File: config.mk
export PLATFORM = sky130hd
export DESIGN_NAME = jtframe_rom_nslots
export DESIGN_NICKNAME = d
export VERILOG_FILES = /design/src/rtl/jtframe_rom_nslots.sv
export SDC_FILE = /design/constraint.sdc
export NUM_CORES = 1
export LEC_CHECK = 0
export BUFFER_PORTS_ARGS = -buffer_cell sky130_fd_sc_hd__clkbuf_2
export CORE_ASPECT_RATIO = 0.6
export CORE_MARGIN = 1.5
export CORE_UTILIZATION = 47
export DETAILED_ROUTE_END_ITERATION = 16
export PLACE_DENSITY = 0.8
export REMOVE_ABC_BUFFERS = 1
export SLEW_MARGIN = 20
export SYNTH_ARGS = -nofsm -noshare
export SYNTH_HDL_FRONTEND = slang
export SYNTH_SLANG_ARGS = --single-unit
File: constraint.sdc
create_clock -name clk -period 2.95 [get_ports clk]
set_input_delay 0.295 -clock clk [delete_from_list [all_inputs] [get_ports clk]]
set_output_delay 0.295 -clock clk [all_outputs]
set_load 0.02 [all_outputs]
File: src/rtl/jtframe_rom_nslots.sv
// Fixed-priority N-slot ROM read arbiter in front of a 16-bit SDRAM burst port.
// Define JTFRAME_ROM_CACHE_EN to keep served data valid after a slot's cs falls.
module jtframe_rom_nslots #(
  parameter int                  SLOTS   = 2,
  parameter int                  DW      = 8,
  parameter int                  AW      = 18,
  parameter logic [SLOTS*22-1:0] OFFSETS = '0
) (
  input  logic                  clk,
  input  logic                  rst_n,
  input  logic [SLOTS-1:0]      slot_cs,
  input  logic [SLOTS*AW-1:0]   slot_addr,
  output logic [SLOTS*DW-1:0]   slot_dout,
  output logic [SLOTS-1:0]      slot_ok,
  output logic                  sdram_req,
  input  logic                  sdram_ack,
  output logic [21:0]           sdram_addr,
  input  logic                  data_dst,
  input  logic                  data_rdy,
  input  logic [15:0]           data_read
);
  localparam int IW = SLOTS > 1 ? $clog2(SLOTS) : 1;

  typedef enum logic [1:0] {IDLE, WAIT_ACK, WAIT_DATA} state_t;

  state_t            state;
  logic [AW-1:0]     addr_lat [SLOTS];
  logic [DW-1:0]     data_r   [SLOTS];
  logic [SLOTS-1:0]  valid;
  logic [SLOTS-1:0]  pending;
  logic [IW-1:0]     cur;
  logic              burst;
  logic              rdy_ok;
  logic              cap_done;
  logic [DW-1:0]     cap_word;
  logic              sel_valid;
  logic [IW-1:0]     sel_idx;
  logic [AW-1:0]     sel_raw;
  logic [21:0]       sel_addr;

  // Client address (DW units) to 16-bit SDRAM word address.
  function automatic logic [21:0] word_addr(input logic [AW-1:0] a);
    logic [AW:0] ext;
    ext = {1'b0, a};
    if (DW == 8)       ext = ext >> 1;
    else if (DW == 32) ext = ext << 1;
    return 22'(ext);
  endfunction

  // NOTE: every variable driven in always_comb gets a default first, so no path
  // leaves it unassigned and no latch is inferred.
  always_comb begin
    slot_ok   = '0;
    slot_dout = '0;
    pending   = '0;
    sel_valid = 1'b0;
    sel_idx   = '0;
    sel_raw   = '0;
    sel_addr  = '0;
    for (int i = 0; i < SLOTS; i++) begin
      slot_ok[i]          = slot_cs[i] & valid[i] & (slot_addr[i*AW +: AW] == addr_lat[i]);
      pending[i]          = slot_cs[i] & ~slot_ok[i];
      slot_dout[i*DW +: DW] = data_r[i];
    end
    // Scan downwards so the lowest pending index wins.
    for (int i = SLOTS - 1; i >= 0; i--) begin
      if (pending[i]) begin
        sel_valid = 1'b1;
        sel_idx   = IW'(i);
        sel_raw   = slot_addr[i*AW +: AW];
        sel_addr  = word_addr(slot_addr[i*AW +: AW]) + OFFSETS[i*22 +: 22];
      end
    end
  end

  // A word counts only at dst or on a rdy later in the same burst.
  assign rdy_ok = (state == WAIT_DATA) & data_rdy & (data_dst | burst);

  generate
    if (DW == 32) begin : g_dw32
      logic [15:0] low_word;
      logic        half;
      always_ff @(posedge clk or negedge rst_n) begin
        if (!rst_n) begin
          low_word <= '0;
          half     <= 1'b0;
        end else if (state != WAIT_DATA) begin
          half <= 1'b0;
        end else if (rdy_ok) begin
          low_word <= data_read;
          half     <= ~half;
        end
      end
      assign cap_word = {data_read, low_word};
      assign cap_done = rdy_ok & half;
    end else if (DW == 16) begin : g_dw16
      assign cap_word = data_read;
      assign cap_done = rdy_ok;
    end else begin : g_dw8
      assign cap_word = addr_lat[cur][0] ? data_read[15:8] : data_read[7:0];
      assign cap_done = rdy_ok;
    end
  endgenerate

  // NOTE: sequential state uses non-blocking assignments only, so every
  // always_ff sees the pre-edge values of the others regardless of order.
  always_ff @(posedge clk or negedge rst_n) begin
    if (!rst_n) begin
      state      <= IDLE;
      sdram_req  <= 1'b0;
      sdram_addr <= '0;
      valid      <= '0;
      cur        <= '0;
      burst      <= 1'b0;
      // NOTE: the per-slot arrays are reset explicitly because slot_dout must
      // read zero during reset; they are small registers, not RAM.
      for (int i = 0; i < SLOTS; i++) begin
        addr_lat[i] <= '0;
        data_r[i]   <= '0;
      end
    end else begin
      case (state)
        IDLE: begin
          burst <= 1'b0;
          if (sel_valid) begin
            addr_lat[sel_idx] <= sel_raw;
            valid[sel_idx]    <= 1'b0;
            cur               <= sel_idx;
            sdram_addr        <= sel_addr;
            sdram_req         <= 1'b1;
            state             <= WAIT_ACK;
          end
        end
        WAIT_ACK: begin
          burst <= 1'b0;
          if (sdram_ack) begin
            sdram_req <= 1'b0;
            state     <= WAIT_DATA;
          end
        end
        WAIT_DATA: begin
          if (data_dst) burst <= 1'b1;
          if (cap_done) begin
            data_r[cur] <= cap_word;
            valid[cur]  <= 1'b1;
            burst       <= 1'b0;
            state       <= IDLE;
          end
        end
        default: state <= IDLE;
      endcase
`ifdef JTFRAME_ROM_CACHE_EN
`else
      // Without the cache, dropping cs forgets the slot's data.
      for (int i = 0; i < SLOTS; i++)
        if (!slot_cs[i]) valid[i] <= 1'b0;
`endif
    end
  end

endmodule

Yosys cells after proc, flatten, opt, wreduce, memory -nomap -nowiden

Cells that the tools add are included.

Bits in registers: 81
Input bits: 59
Output and inout port bits: 41
Logic and storage cells: 100

$lt $le $gt $ge: 8
Eq/ne operators: 14
Multiplexer cells: 36
Bitwise operators: 16
Reduce and logical (&&, ||, !) cells: 15

Operator list:

| kind                                                                         | number |
|---|---|
| 18-bit two-way mux                                                           | 3 |
| 36-bit bitwise mux                                                           | 1 |
| 18-bit == test                                                               | 2 |
| 22-bit two-way mux                                                           | 1 |
| 18-bit demux with 1-bit select                                               | 1 |
| 17-bit two-way mux                                                           | 1 |
| 16-bit bitwise mux                                                           | 1 |
| 8-bit two-way mux                                                            | 2 |
| 3-bit inequality test, second input constant                                 | 5 |
| 1-bit two-way mux                                                            | 14 |
| 3-bit AND reduction                                                          | 4 |
| 2-bit two-way mux                                                            | 5 |
| 1-bit AND                                                                    | 8 |
| 8-bit demux with 1-bit select                                                | 1 |
| 2-bit inequality test, second input constant                                 | 3 |
| 3-bit by 1-bit inequality test with 1-bit output, second input constant      | 2 |
| 2-bit one-hot mux with 3 select lines                                        | 1 |
| 2-bit AND reduction                                                          | 3 |
| 2-bit greater-or-equal comparator, second input constant                     | 2 |
| 1-bit logical AND                                                            | 4 |
| 1-bit by 2-bit less-than comparator with 1-bit output, second input constant | 2 |
| 2-bit by 1-bit less-than comparator with 1-bit output, second input constant | 2 |
| 1-bit NOT with 2-bit output                                                  | 2 |
| 1-bit one-hot mux with 2 select lines                                        | 2 |
| other kinds (13)                                                             | 17 |

Depth between registers and ports, before layout

Gate-level depths: netlist of run 1.

Depth after elaboration: 15
Depth in mapped cells: 8
Depth with buffers taken out: 6

Least setup slack after synthesis of run 1

Ideal clock, no wire load.

Path type: flip-flop to flip-flop
From: register addr_lat[30] in the netlist's numbering
To: register addr_lat[10] in the netlist's numbering
Library setup time: 127 ps
Arrival: 2344 ps
Required time: 2823 ps
Setup slack: 479 ps
Stages on the path, launching flop included: 8
Path buffers: 1
Period minus slack after synthesis: 2471 ps
Cells stage by stage: dfrtp_1 xor2_1 or4_4 nor4_4 a21oi_1 nor3_4 buf_6 mux2_1

Longest elaborated chain between the ends: 11
Elaborated cells on any way between the ends: 15
Classes of those cells: order compare (2); eq/ne (1); mux (6); bitwise (4); reduce/logical (2)

RTL lines:

| item                                                                                                                             | line | source |
|---|---|---|
| start: declaration                                                                                                               | 27   | `logic [AW-1:0] addr_lat [SLOTS];` |
| start signal: indexed assignment                                                                                                 | 126  | `addr_lat[sel_idx] <= sel_raw;` |
| 18-bit == test *                                                                                                                 | 61   | `slot_ok[i] = slot_cs[i] & valid[i] & (slot_addr[i*AW +: AW] == addr_lat[i]);` |
| 1-bit AND *                                                                                                                      | 61   |  |
| 1-bit NOT *                                                                                                                      | 62   | `pending[i] = slot_cs[i] & ~slot_ok[i];` |
| 1-bit AND *                                                                                                                      | 62   |  |
| 1-bit two-way mux                                                                                                                | 67   | `if (pending[i]) begin` |
| 1-bit NOT with 2-bit output (implied by the code)                                                                                | 126  |  |
| 2-bit greater-or-equal comparator (implied by the code) or 2-bit by 1-bit less-than comparator with 1-bit output (tied branches) | 126  |  |
| 1-bit logical AND (implied by the code)                                                                                          | 126  |  |
| 18-bit two-way mux (implied by the code)                                                                                         | 126  |  |
| 18-bit demux with 1-bit select                                                                                                   | 126  |  |
| 36-bit bitwise mux                                                                                                               | 126  |  |

Mark *: on every way between the ends. The rest lies on a longest branch, timed or not.
A chain may end at the register's enable or synchronous reset.

Worst setup path after layout of run 1

From: register addr_lat[30] in the netlist's numbering
To: register addr_lat[4] in the netlist's numbering

Same word-level chain as after synthesis.

==> summary.txt, run 1 <==
Yosys
  – FFs w/ async S/R, synth: 100%
  – Avg Inst Size Synth: between 10 and 15 µm²
  – Post-synth EDFFs: 0
  – Syn Inst Count: about 290
  – Fraction of synthesized cell area in xor and xnor cells: between 9 and 10%
  – Simple-Gate Fraction of Synth Area: between 10% and 20%
  – Top FF cell, synth: dfrtp_1
  – Count of cell types in the netlist: 36
  – Area share of fa/ha/maj cells after synthesis: 0%
  – Compound-Gate Fraction of Synth Area: around an eighth
  – #FFs+latches synth: 76
  – Combinational family with the most area after synthesis: compound AO/OA/AOI/OAI gates
  – Sequential element share of the synthesized area: 54.9%
  – Post-synthesis instance area: 3460 µm²
  – Yosys Warn Count: 0
  – Post-synthesis mux area share: under 10%

Routing
  – Met2 routed WL: approximately 3700 µm
  – Wl on met1: 4060 µm
  – Routed len/inst: roughly 17 µm
  – DR pass1 iterations: 4
  – Vias per inst: around 5.4
  – DR vias: approximately 2.6k
  – 1st-iter DRT viols: between 200 and 250
  – Final Routed Wirelength: 8230 µm
  – Highest metal used: met4
  – Residual DRC count: 0
  – DRT antenna net count: 0
  – Metal3 WL: ~420 µm

Critical path
  – Critical-path top delay cell: or4_4
  – CP max FO: 21
  – Crit path launch type: flip-flop
  – Critical Path End Type: flip-flop
  – Cell breakdown of the critical path: xor2_1, or4_4, nor4_4, a21oi_1, nor3_4, buf_4, mux2_2
  – Crit path largest cell delay: between 500 and 600 ps
  – Critical Path RT: between 3000 and 4000 ps
  – Crit path kind: flip-flop to flip-flop
  – Crit path arrival time: between 2000 and 3000 ps

GRT
  – GRT overflow: 0
  – Initial antenna violation count: 0
  – Total track usage: between 20% and 30%
  – First-pass GRT wire length: 13,400 µm
  – Vias in the first global route: between 2k and 3k
  – Pin count of the biggest net entering global routing: 77

Clock network
  – # resized after CTS: 0
  – Clk_lat worst skew: ~330 ps
  – H-tree Lvls: 3
  – CTS tree: built
  – Total CTS buffers: 9
  – Maximum root-to-sink buffer count: 2
  – Clk slew on worst S/H paths: 60 ps
  – TritonCTS Sinks: 76
  – Hold Buf Count CTS: 0
  – Root Buffer: clkbuf_16
  – Postcts setup bufs: 0

Cells and area
  – Most common cell after layout, fill and taps aside: clkbuf_2
  – Finished Layout Cells: between 400 and 500
  – Most frequent cells in the layout: clkbuf_2 (93), dfrtp_1 (76), xor2_1 (24)
  – Nets: approximately 450
  – Post-route cell area: 4360 µm²
  – Layout cells sized above 1: about a third
  – Area Overhead vs Synth: 25.9%
  – # diodes: 0

Placed design
  – PortBufs: 94
  – DP Area: between 4000 and 5000 µm²
  – GP Congestion: about 0.8
  – Placed insts: about 460
  – Placed wire-length estimate: between 6000 and 7000 µm
  – Place WS: roughly 380 ps

Floorplanning
  – Ports: 100
  – Core area: ~7000 µm²
  – Die X: 114 µm
  – Die extent in y: ~70 µm
  – Die area: 7910 µm²
  – Initial core utilization: between 50% and 60%
  – # rows: 23

Pwr
  – Cell Pwr Density: roughly 1100 nW/µm²
  – Worst vdd ir: between 600 and 700 µV
  – Leakage power: 2.27 nW

Timing
  – Fin crit period: approximately 2500 ps
  – Final Max Tran Viols: 0
  – Setup WS post-layout: between 400 and 500 ps
  – RSZ-0062 raised after global routing: false
  – Highest Clock Rate: between 300 and 400 MHz
  – Setup_tns: 0 ps
  – Setup Skew: 6.76 ps
  – Final setup viols: 0
  – Crit share post-route: approximately 86%
  – Slew HR: 32.4%
  – Pin slew with the least headroom to its limit: 1010 ps
  – Final Hold Viols: 0
  – Hold slack: a little over 100 ps

Worst hold path
  – Worst hold path type: input port to asynchronous set/reset pin

Flow run
  – Max_cap viols: 0

Status
  – Run status: finished clean
-- Yosys cell counts, types with 5 or more instances --
library cell | n | area share (%)
a21oi_1 | 10 | 1.4
xor2_1 | 24 | 6.1
inv_1 | 5 | 0.54
clkbuf_1 | 7 | 0.76
mux2i_1 | 9 | 2.6
a21o_1 | 18 | 3.9
a221o_1 | 17 | 4.9
buf_4 | 6 | 1.3
nor2_1 | 11 | 1.2
and3_1 | 17 | 3.1
dfrtp_1 | 76 | 55
nand2_1 | 16 | 1.7
o21ai_0 | 10 | 1.4
mux2_1 | 13 | 4.2
mux2_2 | 6 | 2.0
xnor2_1 | 12 | 3.0
-- routing by layer --
layer / track usage, % / up-vias
met2: 32.2 / 67
met3: 6.56 / 8
met5: 0 / -
met4: 6.94 / 0
met1: 32.6 / 1287
li1: - / 1223
-- critical path: cells and delay by family, from the launching register on --
family,cells,cell delay (ps)
flip-flops,1,380
AO/OA/AOI/OAI,1,160
multiplexers,1,370
buffers and inverters,1,290
XOR/XNOR,1,160
AND/OR/NAND/NOR,3,1060
-- logic make-up after synthesis --
| group | Yosys count |
|---|---|
| compound gates | 62 |
| mux | 28 |
| simple gates | 61 |
| flops | 76 |
| buf+inv | 24 |
| other cells | 1 |
| xor+xnor | 36 |
-- power by group --
group	switching (mW)	total [mW]	internal (mW)	leakage, nW
registers	0.315	1.84	1.53	0.936
logic	0.981	1.77	0.784	1.17
clock network	0.403	1.24	0.841	0.168
total	1.70	4.85	3.15	2.27
-- final timing paths --
check | slack (ps) | cells past startpoint | to | startpoint
worst max register to register | 400 | 7 | addr_lat[4]$_DFFE_PN0P_ | addr_lat[30]$_DFFE_PN0P_
worst min-delay path | 100 | 1 | sdram_addr[3]$_DFFE_PN0N_ | rst_n
worst max-delay path | 400 | 7 | addr_lat[4]$_DFFE_PN0P_ | addr_lat[30]$_DFFE_PN0P_
worst min register to register | 480 | 2 | slot_dout[4]$_DFFE_PN0P_ | slot_dout[4]$_DFFE_PN0P_
min in group clk | 160 | 2 | burst$_DFFE_PN0P_ | data_rdy
max in group asynchronous | 2230 | 1 | slot_dout[8]$_DFFE_PN0P_ | rst_n
-- cell type report --
type                            instances  area [µm²]
Clock buffer                           10         239
Clock inverter                          5         100
Fill cell                             566        2550
Inverter                                5        18.8
Multi-Input combinational cell        192        1450
Sequential cell                        76        1900
Tap cell                               87         109
Timing Repair Buffer                  102         546
-- registers in the layout, summed over array words and instances (netlist names) --
name / count
state: 2
valid: 2
sdram_req: 1
sdram_addr: 17
cur: 1
slot_dout: 16
addr_lat: 36
burst: 1
-- per-stage QoR --
stage | power (mW) | utilization [%]
finish | 4.85 | 63.1
floorplan | 2.98 | -
CTS | 4.88 | 63.1
global route | 5.14 | 63.1
detailed placement | 3.63 | 58.2
global placement | 3.54 | 58.2
Note: power is estimated with default switching activity, not from simulation.
==> inputs of run 2 (changes only) <==
--- a/config.mk
+++ b/config.mk
@@ -8,9 +8,9 @@
 export BUFFER_PORTS_ARGS = -buffer_cell sky130_fd_sc_hd__clkbuf_2
 export CORE_ASPECT_RATIO = 0.6
 export CORE_MARGIN = 1.5
-export CORE_UTILIZATION = 47
+export CORE_UTILIZATION = 40
 export DETAILED_ROUTE_END_ITERATION = 16
-export PLACE_DENSITY = 0.8
+export PLACE_DENSITY = 0.71
 export REMOVE_ABC_BUFFERS = 1
 export SLEW_MARGIN = 20
 export SYNTH_ARGS = -nofsm -noshare
==> run 2 against run 1 <==
  * Final cell count up 5.2%
  * Sequential power about the same
  * Final area down 1.3%
  * Total power down 5.8%
  * Flip-flop and latch count unchanged
  * Clock power down 22%
  * Wire length up 1.4%
  * Combinational power about the same
  * Non-clock buffer count up 1
  * Hold slack about the same
  * Setup slack worse by 45 ps
  * Utilization down 12 points
  * Critical endpoint unchanged
  * Largest power group unchanged
==> summary.txt, run 2 (synthesized netlist as in run 1, its figures left out) <==
Clock network
  – Total CTS buffers: 9 (unchanged)
  – CTS tree: built (unchanged)
  – Hold Buf Count CTS: 0 (unchanged)
  – # resized after CTS: 0 (unchanged)
  – Postcts setup bufs: 0 (unchanged)
  – Maximum root-to-sink buffer count: 2 (unchanged)
  – Clk_lat worst skew: 340 ps (was 330 ps)
  – TritonCTS Sinks: 76 (unchanged)
  – H-tree Lvls: 3 (unchanged)
  – Clk slew on worst S/H paths: 60 ps (about the same)
  – Root Buffer: clkbuf_16 (unchanged)

Critical path
  – Crit path arrival time: 2810 ps (was 2770 ps)
  – Crit path kind: flip-flop to flip-flop (unchanged)
  – Cell breakdown of the critical path: xor2_1, or4_4, nor4_4, a21oi_1, nor3_4, buf_4, mux2_2 (unchanged)
  – Crit path largest cell delay: 540 ps (about the same)
  – Critical-path top delay cell: or4_4 (unchanged)
  – CP max FO: 22 (was 21)
  – Critical Path RT: 3170 ps (about the same)
  – Critical Path End Type: flip-flop (unchanged)
  – Crit path launch type: flip-flop (unchanged)
  – Worst Setup SP: addr_lat[30]$_DFFE_PN0P_ (unchanged)
  – Worst r2r src: addr_lat[30]$_DFFE_PN0P_ (unchanged)

Timing
  – Final Hold Viols: 0 (unchanged)
  – Setup WS post-layout: 359 ps (was 403 ps)
  – Slew HR: 32.7% (was 32.4%)
  – Final Max Tran Viols: 0 (unchanged)
  – Fin crit period: 2590 ps (was 2550 ps)
  – Pin slew with the least headroom to its limit: 1010 ps (about the same)
  – RSZ-0062 raised after global routing: false (unchanged)
  – Highest Clock Rate: 386 MHz (was 393 MHz)
  – Setup Skew: 6.26 ps (was 6.76 ps)
  – Crit share post-route: 87.8% (was 86.3%)
  – Final setup viols: 0 (unchanged)

Cells and area
  – Number of flip-flops in the largest register: 36 (unchanged)
  – Fill cells: 782 (was 566)
  – Footprint of the multi-input gates: 1450 µm² (unchanged)
  – # diodes: 0 (unchanged)
  – Area Overhead vs Synth: 24.3% (was 25.9%)
  – Post-route cell area: 4300 µm² (was 4360 µm²)
  – Nets: 446 (was 445)
  – Most frequent cells in the layout: clkbuf_2 (93), dfrtp_1 (76), xor2_1 (24) (unchanged)
  – Layout cells sized above 1: 32.3% (was 32.6%)
  – Most common cell after layout, fill and taps aside: clkbuf_2 (unchanged)
  – FF/Latch Area: 1900 µm² (unchanged)
  – Top reg by flops: addr_lat (unchanged)

GRT
  – First-pass GRT wire length: 12,600 µm (was 13,400 µm)
  – Total track usage: 18.8% (was 22.4%)
  – GRT overflow: 0 (unchanged)
  – Initial antenna violation count: 0 (unchanged)
  – Pin count of the biggest net entering global routing: 77 (unchanged)
  – Vias in the first global route: 2,424 (was 2,611)

Pwr
  – Total Power: 4.57 mW (was 4.85 mW)
  – Worst vdd ir: 367 µV (was 647 µV)
  – Leakage power: 2.24 nW (was 2.27 nW)
  – Cell Pwr Density: 1060 nW/µm² (was 1110 nW/µm²)

Floorplanning
  – Die X: 123 µm (was 114 µm)
  – # rows: 26 (was 23)
  – Ports: 100 (unchanged)
  – Core area: 8460 µm² (was 6910 µm²)
  – Die area: 9240 µm² (was 7910 µm²)
  – Initial core utilization: 40.9% (was 50.1%)
  – Die extent in y: 75.1 µm (was 69.5 µm)

Routing
  – DR pass1 iterations: 4 (unchanged)
  – 1st-iter DRT viols: 147 (was 219)
  – DRT antenna net count: 0 (unchanged)
  – Routed len/inst: 16.6 µm (was 17.2 µm)
  – Final Routed Wirelength: 8340 µm (was 8230 µm)
  – DR vias: 2,604 (was 2,585)
  – Vias per inst: 5.19 (was 5.42)
  – Residual DRC count: 0 (unchanged)

Placed design
  – Place WS: 378 ps (was 384 ps)
  – GP Congestion: 0.767 (was 0.820)
  – PortBufs: 94 (unchanged)
  – DP Area: 4050 µm² (was 4020 µm²)
  – Placed wire-length estimate: 6080 µm (was 6020 µm)

Worst hold path
  – Worst hold path type: input port to asynchronous set/reset pin (unchanged)

Status
  – Run status: finished clean (unchanged)

Flow run
  – Max_cap viols: 0 (unchanged)
[run 2: final timing paths]
check	endpoint	slack [ps]	cells past startpoint
min	slot_dout[6]$_DFFE_PN0P_	100	1
min in group clk	burst$_DFFE_PN0P_	160	2
min reg2reg	slot_dout[4]$_DFFE_PN0P_	480	2
max	addr_lat[4]$_DFFE_PN0P_	360	7
max reg2reg	addr_lat[4]$_DFFE_PN0P_	360	7
max in group asynchronous	slot_dout[13]$_DFFE_PN0P_	2210	1
[run 2: critical path, delay by kind of cell, from the launching register on]
kind,cells,cell delay [ps]
mux,1,370
compound gates,1,170
simple gates,3,1060
flops,1,390
buf+inv,1,310
xor+xnor,1,170
[run 2: routing by layer]
metal | vias to the layer above | global-route usage (%) | wire (µm)
met1 | 1300 | 27.6 | 4020
met2 | 74 | 26.2 | 3630
met3 | 6 | 7.20 | 626
met5 | - | 0 | 0
li1 | 1224 | - | -
met4 | 0 | 4.21 | 65
[run 2: through the flow]
step	util [%]	setup TNS, ps	instances	hold WS, ps
2_1_floorplan	-	-2000	273	-0.591
3_3_place_gp	47.8	0	488	465
3_5_place_dp	47.8	0	488	472
4_1_cts	50.9	0	502	138
5_1_grt	50.9	0	502	152
6_report	50.9	0	502	101
[run 2: area by class of cell]
type                    instances  share of cell area [%]
clock buffers                  11                    5.64
clock inverters                 3                   0.349
inverters                       5                   0.436
multi-input cells             192                    33.6
flip-flops and latches         76                    44.2
well taps                     112                    3.26
repair buffers                103                    12.6
[run 2: power breakdown]
group,switching (mW),total [mW],internal [mW]
clock network,0.391,0.969,0.577
logic,0.980,1.76,0.775
registers,0.318,1.85,1.53
total,1.69,4.57,2.88
==> inputs of run 3 (changes only) <==
--- a/config.mk
+++ b/config.mk
@@ -6,11 +6,13 @@
 export NUM_CORES = 1
 export LEC_CHECK = 0
 export BUFFER_PORTS_ARGS = -buffer_cell sky130_fd_sc_hd__clkbuf_2
+export CELL_PAD_IN_SITES_DETAIL_PLACEMENT = 0
+export CELL_PAD_IN_SITES_GLOBAL_PLACEMENT = 1
 export CORE_ASPECT_RATIO = 0.6
 export CORE_MARGIN = 1.5
 export CORE_UTILIZATION = 40
 export DETAILED_ROUTE_END_ITERATION = 16
-export PLACE_DENSITY = 0.71
+export PLACE_DENSITY = 0.86
 export REMOVE_ABC_BUFFERS = 1
 export SLEW_MARGIN = 20
 export SYNTH_ARGS = -nofsm -noshare
==> run 3 against run 2 <==
  * Clock power rose by 4%
  * Clock skew barely moved
  * Critical path depth did not move
  * Total power rose by 0.70%
  * Wire length rose by 1.7%
  * Sequential power barely moved
  * Highest routed layer unchanged
  * First-iteration DRC count fell by 5.4%
  * Utilization rose by 0.18 points
  * Flip-flop and latch count did not move
  * Final area rose by 0.35%
==> summary.txt, run 3 (synthesized netlist as in run 1, its figures left out) <==
Floorplanning
  – # rows: 26 (unchanged)
  – Die area: 9240 µm² (unchanged)
  – Initial core utilization: 40.9% (unchanged)
  – Ports: 100 (unchanged)
  – Die extent in y: 75.1 µm (unchanged)
  – Die X: 123 µm (unchanged)
  – Core area: 8460 µm² (unchanged)

Timing
  – Pin slew with the least headroom to its limit: 965 ps (was 1010 ps)
  – Final Max Tran Viols: 0 (unchanged)
  – Setup Skew: 5.95 ps (was 6.26 ps)
  – Final Hold Viols: 0 (unchanged)
  – Crit share post-route: 88.5% (was 87.8%)
  – Slew HR: 35.7% (was 32.7%)
  – Highest Clock Rate: 383 MHz (was 386 MHz)
  – Final setup viols: 0 (unchanged)
  – Setup_tns: 0 ps (unchanged)
  – RSZ-0062 raised after global routing: false (unchanged)
  – Fin crit period: 2610 ps (was 2590 ps)
  – Hold slack: 87.8 ps (was 101 ps)

Placed design
  – Placed wire-length estimate: 6280 µm (was 6080 µm)
  – GP Congestion: 0.805 (was 0.767)
  – DP Area: 4050 µm² (unchanged)
  – Placed insts: 488 (unchanged)
  – PortBufs: 94 (unchanged)

Routing
  – 1st-iter DRT viols: 139 (was 147)
  – Vias per inst: 5.13 (was 5.19)
  – DRT antenna net count: 0 (unchanged)
  – DR pass1 iterations: 4 (unchanged)
  – DR vias: 2,579 (was 2,604)
  – Residual DRC count: 0 (unchanged)
  – Final Routed Wirelength: 8490 µm (was 8340 µm)
  – Routed len/inst: 16.9 µm (was 16.6 µm)

Pwr
  – Worst vdd ir: 407 µV (was 367 µV)
  – Switching share of power: 36.7% (was 36.9%)
  – Cell internal pwr: 2.91 mW (was 2.88 mW)
  – Cell Pwr Density: 1070 nW/µm² (was 1060 nW/µm²)
  – Reg power frac: 40.0% (was 40.4%)
  – Clock share of power: 21.9% (was 21.2%)
  – Sw Pwr: 1.69 mW (about the same)
  – Combinational share of power: 38.1% (was 38.4%)
  – Total Power: 4.60 mW (was 4.57 mW)
  – Leakage power: 2.24 nW (about the same)

Critical path
  – Crit path kind: flip-flop to flip-flop (unchanged)
  – Crit path arrival time: 2830 ps (was 2810 ps)
  – Crit path launch type: flip-flop (unchanged)
  – Crit path largest cell delay: 540 ps (about the same)
  – CP delay by family, top: simple AND/OR/NAND/NOR gates (unchanged)
  – Critical Path RT: 3160 ps (was 3170 ps)
  – Critical Path End Type: flip-flop (unchanged)
  – Critical-path top delay cell: or4_4 (unchanged)
  – CP max FO: 22 (unchanged)
  – Cell breakdown of the critical path: xor2_1, or4_4, nor4_4, a21oi_1, nor3_4, buf_4, mux2_1 (was xor2_1, or4_4, nor4_4, a21oi_1, nor3_4, buf_4, mux2_2)
  – Worst Path Buf+Inv: 1 (unchanged)

Cells and area
  – Area Overhead vs Synth: 24.7% (was 24.3%)
  – Most frequent cells in the layout: clkbuf_2 (93), dfrtp_1 (76), xor2_1 (24) (unchanged)
  – Most common cell after layout, fill and taps aside: clkbuf_2 (unchanged)
  – Layout cells sized above 1: 32.5% (was 32.3%)
  – Top reg by flops: addr_lat (unchanged)
  – Post-route cell area: 4320 µm² (was 4300 µm²)
  – Nets: 446 (unchanged)
  – # diodes: 0 (unchanged)
  – Number of flip-flops in the largest register: 36 (unchanged)
  – Finished Layout Cells: 503 (was 502)

GRT
  – Total track usage: 19.4% (was 18.8%)
  – First-pass GRT wire length: 12,800 µm (was 12,600 µm)
  – Vias in the first global route: 2,321 (was 2,424)
  – Pin count of the biggest net entering global routing: 77 (unchanged)
  – Initial antenna violation count: 0 (unchanged)
  – GRT overflow: 0 (unchanged)

Clock network
  – # resized after CTS: 0 (unchanged)
  – Root Buffer: clkbuf_16 (unchanged)
  – H-tree Lvls: 3 (unchanged)
  – TritonCTS Sinks: 76 (unchanged)
  – Postcts setup bufs: 0 (unchanged)
  – Clk slew on worst S/H paths: 60 ps (about the same)
  – Hold Buf Count CTS: 0 (unchanged)
  – Clk_lat worst skew: 340 ps (about the same)
  – Maximum root-to-sink buffer count: 2 (unchanged)
  – Total CTS buffers: 9 (unchanged)
  – CTS tree: built (unchanged)

Worst hold path
  – Worst hold path type: input port to asynchronous set/reset pin (unchanged)

Flow run
  – Max_cap viols: 0 (unchanged)

Status
  – Run status: finished clean (unchanged)
-- run 3: cell count changes in the layout (fill, tap and decap cells not counted) --
cell | before | now
nor2_2 | 0 | 1
clkbuf_8 | 1 | 2
clkinv_2 | 3 | 2
clkbuf_1 | 1 | 2
nor2_1 | 11 | 10
-- run 3: metrics by stage --
step / utilization (%) / worst slack, ps
4_1_cts: 51.0 / 312
6_report: 51.1 / 338
2_1_floorplan: - / -133
3_5_place_dp: 47.8 / 329
3_3_place_gp: 47.8 / 393
5_1_grt: 51.1 / 213
-- run 3: power groups by stage --
stage / sequential (mW) / clock, mW / combinational, mW
after floorplan: 2.06 / 0 / 0.914
after global placement: 1.83 / 0 / 1.73
after detailed placement: 1.85 / 0 / 1.77
after CTS: 1.84 / 1.04 / 1.77
after global routing: 1.90 / 1.09 / 1.92
final: 1.84 / 1.01 / 1.76
-- run 3: worst reg2reg max path, cell delays in order, from the launching register on --
cell and delay (ps):
dfrtp_1 390, xor2_1 160, or4_4 540, nor4_4 330, a21oi_1 190, nor3_4 220
buf_4 300, mux2_1 360
-- run 3: per-layer routing --
metal	wire length, µm	GRT usage [%]
met1	4280	29.7
met5	0	0
met2	3550	24.4
met3	576	7.73
met4	82	6.13
-- run 3: worst paths after layout --
path | slack, ps | from | endpoint | cells past startpoint
max | 340 | addr_lat[30]$_DFFE_PN0P_ | addr_lat[10]$_DFFE_PN0P_ | 7
min | 90 | rst_n | slot_dout[7]$_DFFE_PN0P_ | 1
max reg2reg | 340 | addr_lat[30]$_DFFE_PN0P_ | addr_lat[10]$_DFFE_PN0P_ | 7
min reg2reg | 480 | slot_dout[0]$_DFFE_PN0P_ | slot_dout[0]$_DFFE_PN0P_ | 2
max in group asynchronous | 2210 | rst_n | sdram_addr[0]$_DFFE_PN0N_ | 1
min in group clk | 140 | sdram_ack | state[0]$_DFFE_PN0P_ | 2
-- run 3: layout make-up --
type / count / area, µm²
Inverter: 5 / 18.8
Timing Repair Buffer: 103 / 541
Clock inverter: 2 / 10.0
Fill cell: 763 / 4140
Sequential cell: 76 / 1900
Tap cell: 112 / 140
Multi-Input combinational cell: 192 / 1450
Clock buffer: 13 / 260
